**config.mk**
```make
export PLATFORM = sky130hd
export DESIGN_NAME = dpram_arbiter
export DESIGN_NICKNAME = d
export VERILOG_FILES = /design/src/rtl/dpram_arbiter.sv
export SDC_FILE = /design/constraint.sdc
export NUM_CORES = 1
export LEC_CHECK = 0
export ABC_AREA = 0
export CAP_MARGIN = 20
export CORE_ASPECT_RATIO = 1.4
export CORE_UTILIZATION = 25
export DETAILED_ROUTE_END_ITERATION = 12
export PLACE_DENSITY = 0.48
export SLEW_MARGIN = 40
export SYNTH_ARGS = -nofsm -noshare
export SYNTH_HDL_FRONTEND = slang
export SYNTH_SLANG_ARGS = --single-unit
```
**constraint.sdc**
```tcl
create_clock -name clk -period 8.3 [get_ports clk]
set_clock_uncertainty 0.2 [all_clocks]
set_input_delay 1.66 -clock clk [delete_from_list [all_inputs] [get_ports clk]]
set_output_delay 1.66 -clock clk [all_outputs]
set_load 0.1 [all_outputs]
```
**src/rtl/dpram_arbiter.sv**
```systemverilog
// Round-robin arbiter that shares both ports of a 64x8 dual-port RAM among NUM_REQ requesters.
// Define DPRAM_ARB_FIXED_PRIO_EN for fixed priority (index 0 highest) instead of round-robin.
module dpram_arbiter #(
    parameter int NUM_REQ = 4,
    parameter int ADDR_W  = 6,
    parameter int DATA_W  = 8
) (
    input  logic                      clk,
    input  logic                      rst_n,
    input  logic [NUM_REQ-1:0]        req_valid,
    input  logic [NUM_REQ-1:0]        req_we,
    input  logic [NUM_REQ*ADDR_W-1:0] req_addr,
    input  logic [NUM_REQ*DATA_W-1:0] req_wdata,
    output logic [NUM_REQ-1:0]        req_ready,
    output logic [NUM_REQ-1:0]        rsp_valid,
    output logic [DATA_W-1:0]         rsp_data,
    output logic [DATA_W-1:0]         rsp_data_b,
    output logic                      valid_a,
    output logic                      valid_b,
    output logic                      we_a,
    output logic                      we_b,
    output logic [ADDR_W-1:0]         addr_a,
    output logic [ADDR_W-1:0]         addr_b,
    output logic [DATA_W-1:0]         data_a,
    output logic [DATA_W-1:0]         data_b,
    input  logic                      ready_a,
    input  logic                      ready_b,
    input  logic [DATA_W-1:0]         q_a,
    input  logic [DATA_W-1:0]         q_b
);
    localparam int IDX_W = (NUM_REQ > 1) ? $clog2(NUM_REQ) : 1;

    typedef enum logic {
        SLOT_EMPTY = 1'b0,
        SLOT_PEND  = 1'b1
    } slot_state_t;

    slot_state_t        r_state_a, r_state_b, w_state_a_nxt, w_state_b_nxt;
    logic               r_we_a, r_we_b;
    logic [ADDR_W-1:0]  r_addr_a, r_addr_b;
    logic [DATA_W-1:0]  r_data_a, r_data_b;
    logic [IDX_W-1:0]   r_tag_a, r_tag_b;
    logic               r_ret_a, r_ret_b;
    logic [NUM_REQ-1:0] r_rsp_valid;

    logic               w_w0_found, w_w1_found;
    logic [IDX_W-1:0]   w_w0_idx, w_w1_idx, w_idx, w_start;
    logic               w_slot_free, w_grant_a, w_grant_b;
    logic               w_acc_rd_a, w_acc_rd_b;
    logic [NUM_REQ-1:0] w_rsp_nxt;

    function automatic logic [IDX_W-1:0] wrap_idx(input logic [IDX_W-1:0] base, input int k);
        int s;
        s = int'(base) + k;
        if (s >= NUM_REQ) s = s - NUM_REQ;
        else              s = s;
        return IDX_W'(s);
    endfunction

    function automatic logic conflict(input logic [ADDR_W-1:0] a0, input logic we0,
                                      input logic [ADDR_W-1:0] a1, input logic we1);
        return (a0 == a1) && (we0 || we1);
    endfunction

`ifdef DPRAM_ARB_FIXED_PRIO_EN
    assign w_start = {IDX_W{1'b0}};
`else
    logic [IDX_W-1:0] r_rr_ptr;

    // Round-robin pointer: one past the last requester granted this cycle.
    always_ff @(posedge clk) begin
        if (!rst_n)
            r_rr_ptr <= {IDX_W{1'b0}};
        else if (w_grant_a)
            r_rr_ptr <= w_grant_b ? wrap_idx(w_w1_idx, 1) : wrap_idx(w_w0_idx, 1);
        else
            r_rr_ptr <= r_rr_ptr;
    end
    assign w_start = r_rr_ptr;
`endif

    // Winner search, stall decision, grants and slot next-state.
    always_comb begin
        w_w0_found    = 1'b0;
        w_w1_found    = 1'b0;
        w_w0_idx      = {IDX_W{1'b0}};
        w_w1_idx      = {IDX_W{1'b0}};
        w_idx         = {IDX_W{1'b0}};
        req_ready     = {NUM_REQ{1'b0}};
        w_state_a_nxt = r_state_a;
        w_state_b_nxt = r_state_b;
        w_rsp_nxt     = {NUM_REQ{1'b0}};
        for (int k = 0; k < NUM_REQ; k++) begin
            w_idx = wrap_idx(w_start, k);
            if (req_valid[w_idx]) begin
                if (!w_w0_found) begin
                    w_w0_found = 1'b1;
                    w_w0_idx   = w_idx;
                end else if (!w_w1_found &&
                             !conflict(req_addr[w_w0_idx*ADDR_W +: ADDR_W], req_we[w_w0_idx],
                                       req_addr[w_idx*ADDR_W +: ADDR_W], req_we[w_idx])) begin
                    w_w1_found = 1'b1;
                    w_w1_idx   = w_idx;
                end else begin
                end
            end else begin
            end
        end
        // A slot can take a new command only if it is empty or draining this cycle.
        w_slot_free = ((r_state_a == SLOT_EMPTY) || ready_a) &&
                      ((r_state_b == SLOT_EMPTY) || ready_b);
        w_grant_a   = w_slot_free && w_w0_found;
        w_grant_b   = w_slot_free && w_w1_found;
        if (w_grant_a) req_ready[w_w0_idx] = 1'b1;
        else           req_ready = req_ready;
        if (w_grant_b) req_ready[w_w1_idx] = 1'b1;
        else           req_ready = req_ready;

        case (r_state_a)
            SLOT_EMPTY: w_state_a_nxt = w_grant_a ? SLOT_PEND : SLOT_EMPTY;
            SLOT_PEND:  w_state_a_nxt = (w_grant_a || !ready_a) ? SLOT_PEND : SLOT_EMPTY;
            default:    w_state_a_nxt = SLOT_EMPTY;
        endcase
        case (r_state_b)
            SLOT_EMPTY: w_state_b_nxt = w_grant_b ? SLOT_PEND : SLOT_EMPTY;
            SLOT_PEND:  w_state_b_nxt = (w_grant_b || !ready_b) ? SLOT_PEND : SLOT_EMPTY;
            default:    w_state_b_nxt = SLOT_EMPTY;
        endcase

        w_acc_rd_a = (r_state_a == SLOT_PEND) && ready_a && !r_we_a;
        w_acc_rd_b = (r_state_b == SLOT_PEND) && ready_b && !r_we_b;
        if (w_acc_rd_a) w_rsp_nxt[r_tag_a] = 1'b1;
        else            w_rsp_nxt = w_rsp_nxt;
        if (w_acc_rd_b) w_rsp_nxt[r_tag_b] = 1'b1;
        else            w_rsp_nxt = w_rsp_nxt;
    end

    // Slot command registers and read-return tracking.
    always_ff @(posedge clk) begin
        if (!rst_n) begin
            r_state_a   <= SLOT_EMPTY;
            r_state_b   <= SLOT_EMPTY;
            r_we_a      <= 1'b0;
            r_we_b      <= 1'b0;
            r_addr_a    <= {ADDR_W{1'b0}};
            r_addr_b    <= {ADDR_W{1'b0}};
            r_data_a    <= {DATA_W{1'b0}};
            r_data_b    <= {DATA_W{1'b0}};
            r_tag_a     <= {IDX_W{1'b0}};
            r_tag_b     <= {IDX_W{1'b0}};
            r_ret_a     <= 1'b0;
            r_ret_b     <= 1'b0;
            r_rsp_valid <= {NUM_REQ{1'b0}};
        end else begin
            r_state_a   <= w_state_a_nxt;
            r_state_b   <= w_state_b_nxt;
            r_ret_a     <= w_acc_rd_a;
            r_ret_b     <= w_acc_rd_b;
            r_rsp_valid <= w_rsp_nxt;
            if (w_grant_a) begin
                r_we_a   <= req_we[w_w0_idx];
                r_addr_a <= req_addr[w_w0_idx*ADDR_W +: ADDR_W];
                r_data_a <= req_wdata[w_w0_idx*DATA_W +: DATA_W];
                r_tag_a  <= w_w0_idx;
            end
            if (w_grant_b) begin
                r_we_b   <= req_we[w_w1_idx];
                r_addr_b <= req_addr[w_w1_idx*ADDR_W +: ADDR_W];
                r_data_b <= req_wdata[w_w1_idx*DATA_W +: DATA_W];
                r_tag_b  <= w_w1_idx;
            end
        end
    end

    assign valid_a    = (r_state_a == SLOT_PEND);
    assign valid_b    = (r_state_b == SLOT_PEND);
    assign we_a       = r_we_a;
    assign we_b       = r_we_b;
    assign addr_a     = r_addr_a;
    assign addr_b     = r_addr_b;
    assign data_a     = r_data_a;
    assign data_b     = r_data_b;
    assign rsp_valid  = r_rsp_valid;
    // Read data comes straight from the RAM and is zeroed when no read returns on that lane.
    assign rsp_data   = r_ret_a ? q_a : {DATA_W{1'b0}};
    assign rsp_data_b = r_ret_b ? q_b : {DATA_W{1'b0}};
endmodule

```
==> results.sh <==
export IMPL_final_setup_worst_slack_ps=563
export IMPL_first_global_vias=5169
export IMPL_layout_commonest_cell="clkdlybuf4s50_1"
export IMPL_irDropWorstVdd_mv=0.265
export IMPL_grt_max_degree=54
export IMPL_clkSinkCount=44
export IMPL_period_share_pct=93.2
export IMPL_synth_simple_area_share_pct=19.7
export IMPL_dp_hpwl_um=13800
export IMPL_cts_tree="done"
export IMPL_crit_type="primary input to output pin"
export IMPL_grtUsageTotal_pct=17.1
export IMPL_dieArea_um2=20600
export IMPL_tightest_slew_ps=781
export IMPL_power_leakage_nw=2.53
export IMPL_max_cap_violations=0
export IMPL_register_area_um2=882
export IMPL_htree_num_levels=2
export IMPL_die_w_um=122
export IMPL_dp_slack_ps=514
export IMPL_fillers=2024
export IMPL_hp_start="data_a[4]"
export IMPL_clock_latency_ps=280
export IMPL_synth_distinct_cells=82
export IMPL_rsz0062_at_grt="no"
export IMPL_cp_arrival_ps=5880
export IMPL_ys_seq_area_share_pct=17.6
export IMPL_maxSlewViolCount=0
export IMPL_numCtsBuffers=5
export IMPL_crit_path_start_kind="primary input"
export IMPL_r2r_start="r_rr_ptr[1]"
export IMPL_synthToLayoutAreaGrowth_pct=30.4
export IMPL_num_antenna_cells=0
export IMPL_setup_viol=0
export IMPL_synthTopCellsByArea="dfxtp_1 18%, mux2i_1 14%, mux4_2 5.8%"
export IMPL_netlist_instances=589
export IMPL_post_route_drc_count=0
export IMPL_synth_fa_ha_area_share_pct=0.699
export IMPL_nets=790
export IMPL_yosysWarnings=0
export IMPL_first_pass_iters=4
export IMPL_hold_viol=0
export IMPL_maxSlewHeadroom_pct=47.9
export IMPL_cts_reportedPaths_clkPinSlew_ps=60
export IMPL_cts_resized=0
export IMPL_boundaryPins=140
export IMPL_startpoint="req_valid[3]"
export IMPL_path_max_fanout=10
export IMPL_cts_hold_buffers=0
export IMPL_drive_gt1_share_pct=22.7
export IMPL_synth_edf_count=0
export IMPL_async_reset_ff_share_pct=0
export IMPL_synth_xor_area_share_pct=2.45
export IMPL_synth_compound_area_share_pct=26.6
export IMPL_gp_congestion=0.860
export IMPL_synth_top_family_by_area="multiplexers"
export IMPL_hold_class="flip-flop to flip-flop"
export IMPL_antenna_found_initial=0
export IMPL_via_per_inst=5.35
export IMPL_synth_area_um2=5010
export IMPL_wl_per_cell_um=18.9
export IMPL_cp_data_required_time_ps=6440
export IMPL_port_buffer_count=139
export IMPL_ant_nets=0
export IMPL_start_util_pct=25.8
export IMPL_yosys_area_top_type="dfxtp_1"
export IMPL_postCtsSetupRepairBufs=0
export IMPL_avgSynthCellArea_um2=8.51
export IMPL_num_rows=60
export IMPL_synth_top_area_share_pct=17.6
export IMPL_setup_tns_ps=0
export IMPL_synth_area_mux_share_pct=26.6
export IMPL_grt_overflow_total=0
export IMPL_min_period_ps=7740
export IMPL_cp_end_kind="output pin"
export IMPL_root_buffer="clkbuf_16"
export IMPL_ys_flop_type="dfxtp_1"
export IMPL_core_area_um2=19400
export IMPL_status="finished clean"
export IMPL_final_cell_mix="83 x clkdlybuf4s50_1, 68 x mux2i_1, 52 x buf_2"
export IMPL_routed_wl_um=18000
export IMPL_multi_input_area_um2=3860
export IMPL_vias=5099
export IMPL_maxClockFrequency_ghz=0.129
export IMPL_die_h_um=170
export IMPL_synth_seq_cells=44
export IMPL_clk_path_buf_depth=2
export IMPL_syn_num_nets=675
export IMPL_grt_first_pass_wirelength_um=27800
export IMPL_p_per_area_nw_per_um2=471
export IMPL_drt_iter0_drc=341
[registers in the layout, summed over array words and instances (netlist names)]
| signal | cells |
|---|---|
| r_tag_b | 2 |
| data_a | 8 |
| we_a | 1 |
| r_ret_b | 1 |
| addr_a | 6 |
| data_b | 8 |
| valid_b | 1 |
| r_ret_a | 1 |
| r_rr_ptr | 2 |
| rsp_valid | 4 |
| valid_a | 1 |
| r_tag_a | 2 |
| addr_b | 6 |
| we_b | 1 |
[power breakdown]
part	switching, mW	internal (mW)	total, mW
Clock	0.0805	0.120	0.201
Combinational	1.65	0.888	2.54
Sequential	0.0567	0.286	0.342
Total	1.79	1.29	3.08
[synthesized netlist by cell type, types with 6 or more instances]
| cell | instances |
|---|---|
| a22oi_1 | 8 |
| buf_2 | 13 |
| nand2_1 | 26 |
| a211oi_1 | 36 |
| o21ai_1 | 19 |
| mux4_2 | 13 |
| inv_1 | 10 |
| xor2_1 | 7 |
| dfxtp_1 | 44 |
| nor2_1 | 41 |
| nor2b_1 | 21 |
| o211ai_1 | 6 |
| o21ai_0 | 23 |
| nand3b_1 | 7 |
| mux2_2 | 23 |
| a21oi_1 | 38 |
| a22oi_2 | 10 |
| nand3_1 | 12 |
| clkbuf_1 | 22 |
| mux2i_1 | 69 |
| and2_1 | 22 |
| xnor2_1 | 7 |
[critical path: stages]
cell,delay (ps)
clkdlybuf4s50_1,420
mux2i_1,170
nand2b_1,140
o21ai_0,190
ha_1,440
inv_1,120
mux2i_4,380
nand3_2,270
a211oi_1,400
nor4b_2,110
a2111oi_4,380
a31oi_4,150
and2b_4,220
a2bb2oi_4,180
buf_4,230
o32ai_2,190
buf_12,220
[layer usage]
| layer | track usage, % | wire, um | vias to the layer above |
|---|---|---|---|
| met5 | 0 | 0 | - |
| met4 | 7.78 | 484 | 0 |
| met3 | 1.75 | 781 | 26 |
| met2 | 31.2 | 9520 | 147 |
| met1 | 19.8 | 7250 | 2464 |
| li1 | - | - | 2462 |
[layout make-up]
type	count	share of cell area (%)
Sequential cell	44	13.5
Inverter	12	0.689
Tap cell	248	4.74
Timing Repair Buffer	156	19.9
Multi-Input combinational cell	485	59.0
Clock buffer	8	2.24
[stage by stage]
stage	hold slack, ps	util [%]	instances	area, um2	power (mW)
CTS	286	33.6	953	6540	3.09
global route	325	33.6	953	6540	3.27
detailed placement	270	32.9	945	6390	2.88
global placement	267	34.1	944	6640	2.90
finish	283	33.6	953	6540	3.08
floorplan	271	-	589	5030	2.38
[worst paths after layout]
check / to / cells after the start / slack [ps]
max: req_ready[0] / 17 / 560
min: data_a[4] / 2 / 280
max reg2reg: addr_b[1] / 16 / 3250
min reg2reg: data_a[4] / 2 / 280
[cells by family (layout without fill, tap and decap cells)]
kind of cell             Yosys count  count (layout)
multiplexers                     110             110
AND/OR/NAND/NOR                  176             176
AO/OA/AOI/OAI                    182             182
flip-flops                        44              44
XOR/XNOR                          14              14
buffers and inverters             60             176
adder cells (fa/ha/maj)            3               3
(Power assumes the default switching activity.)
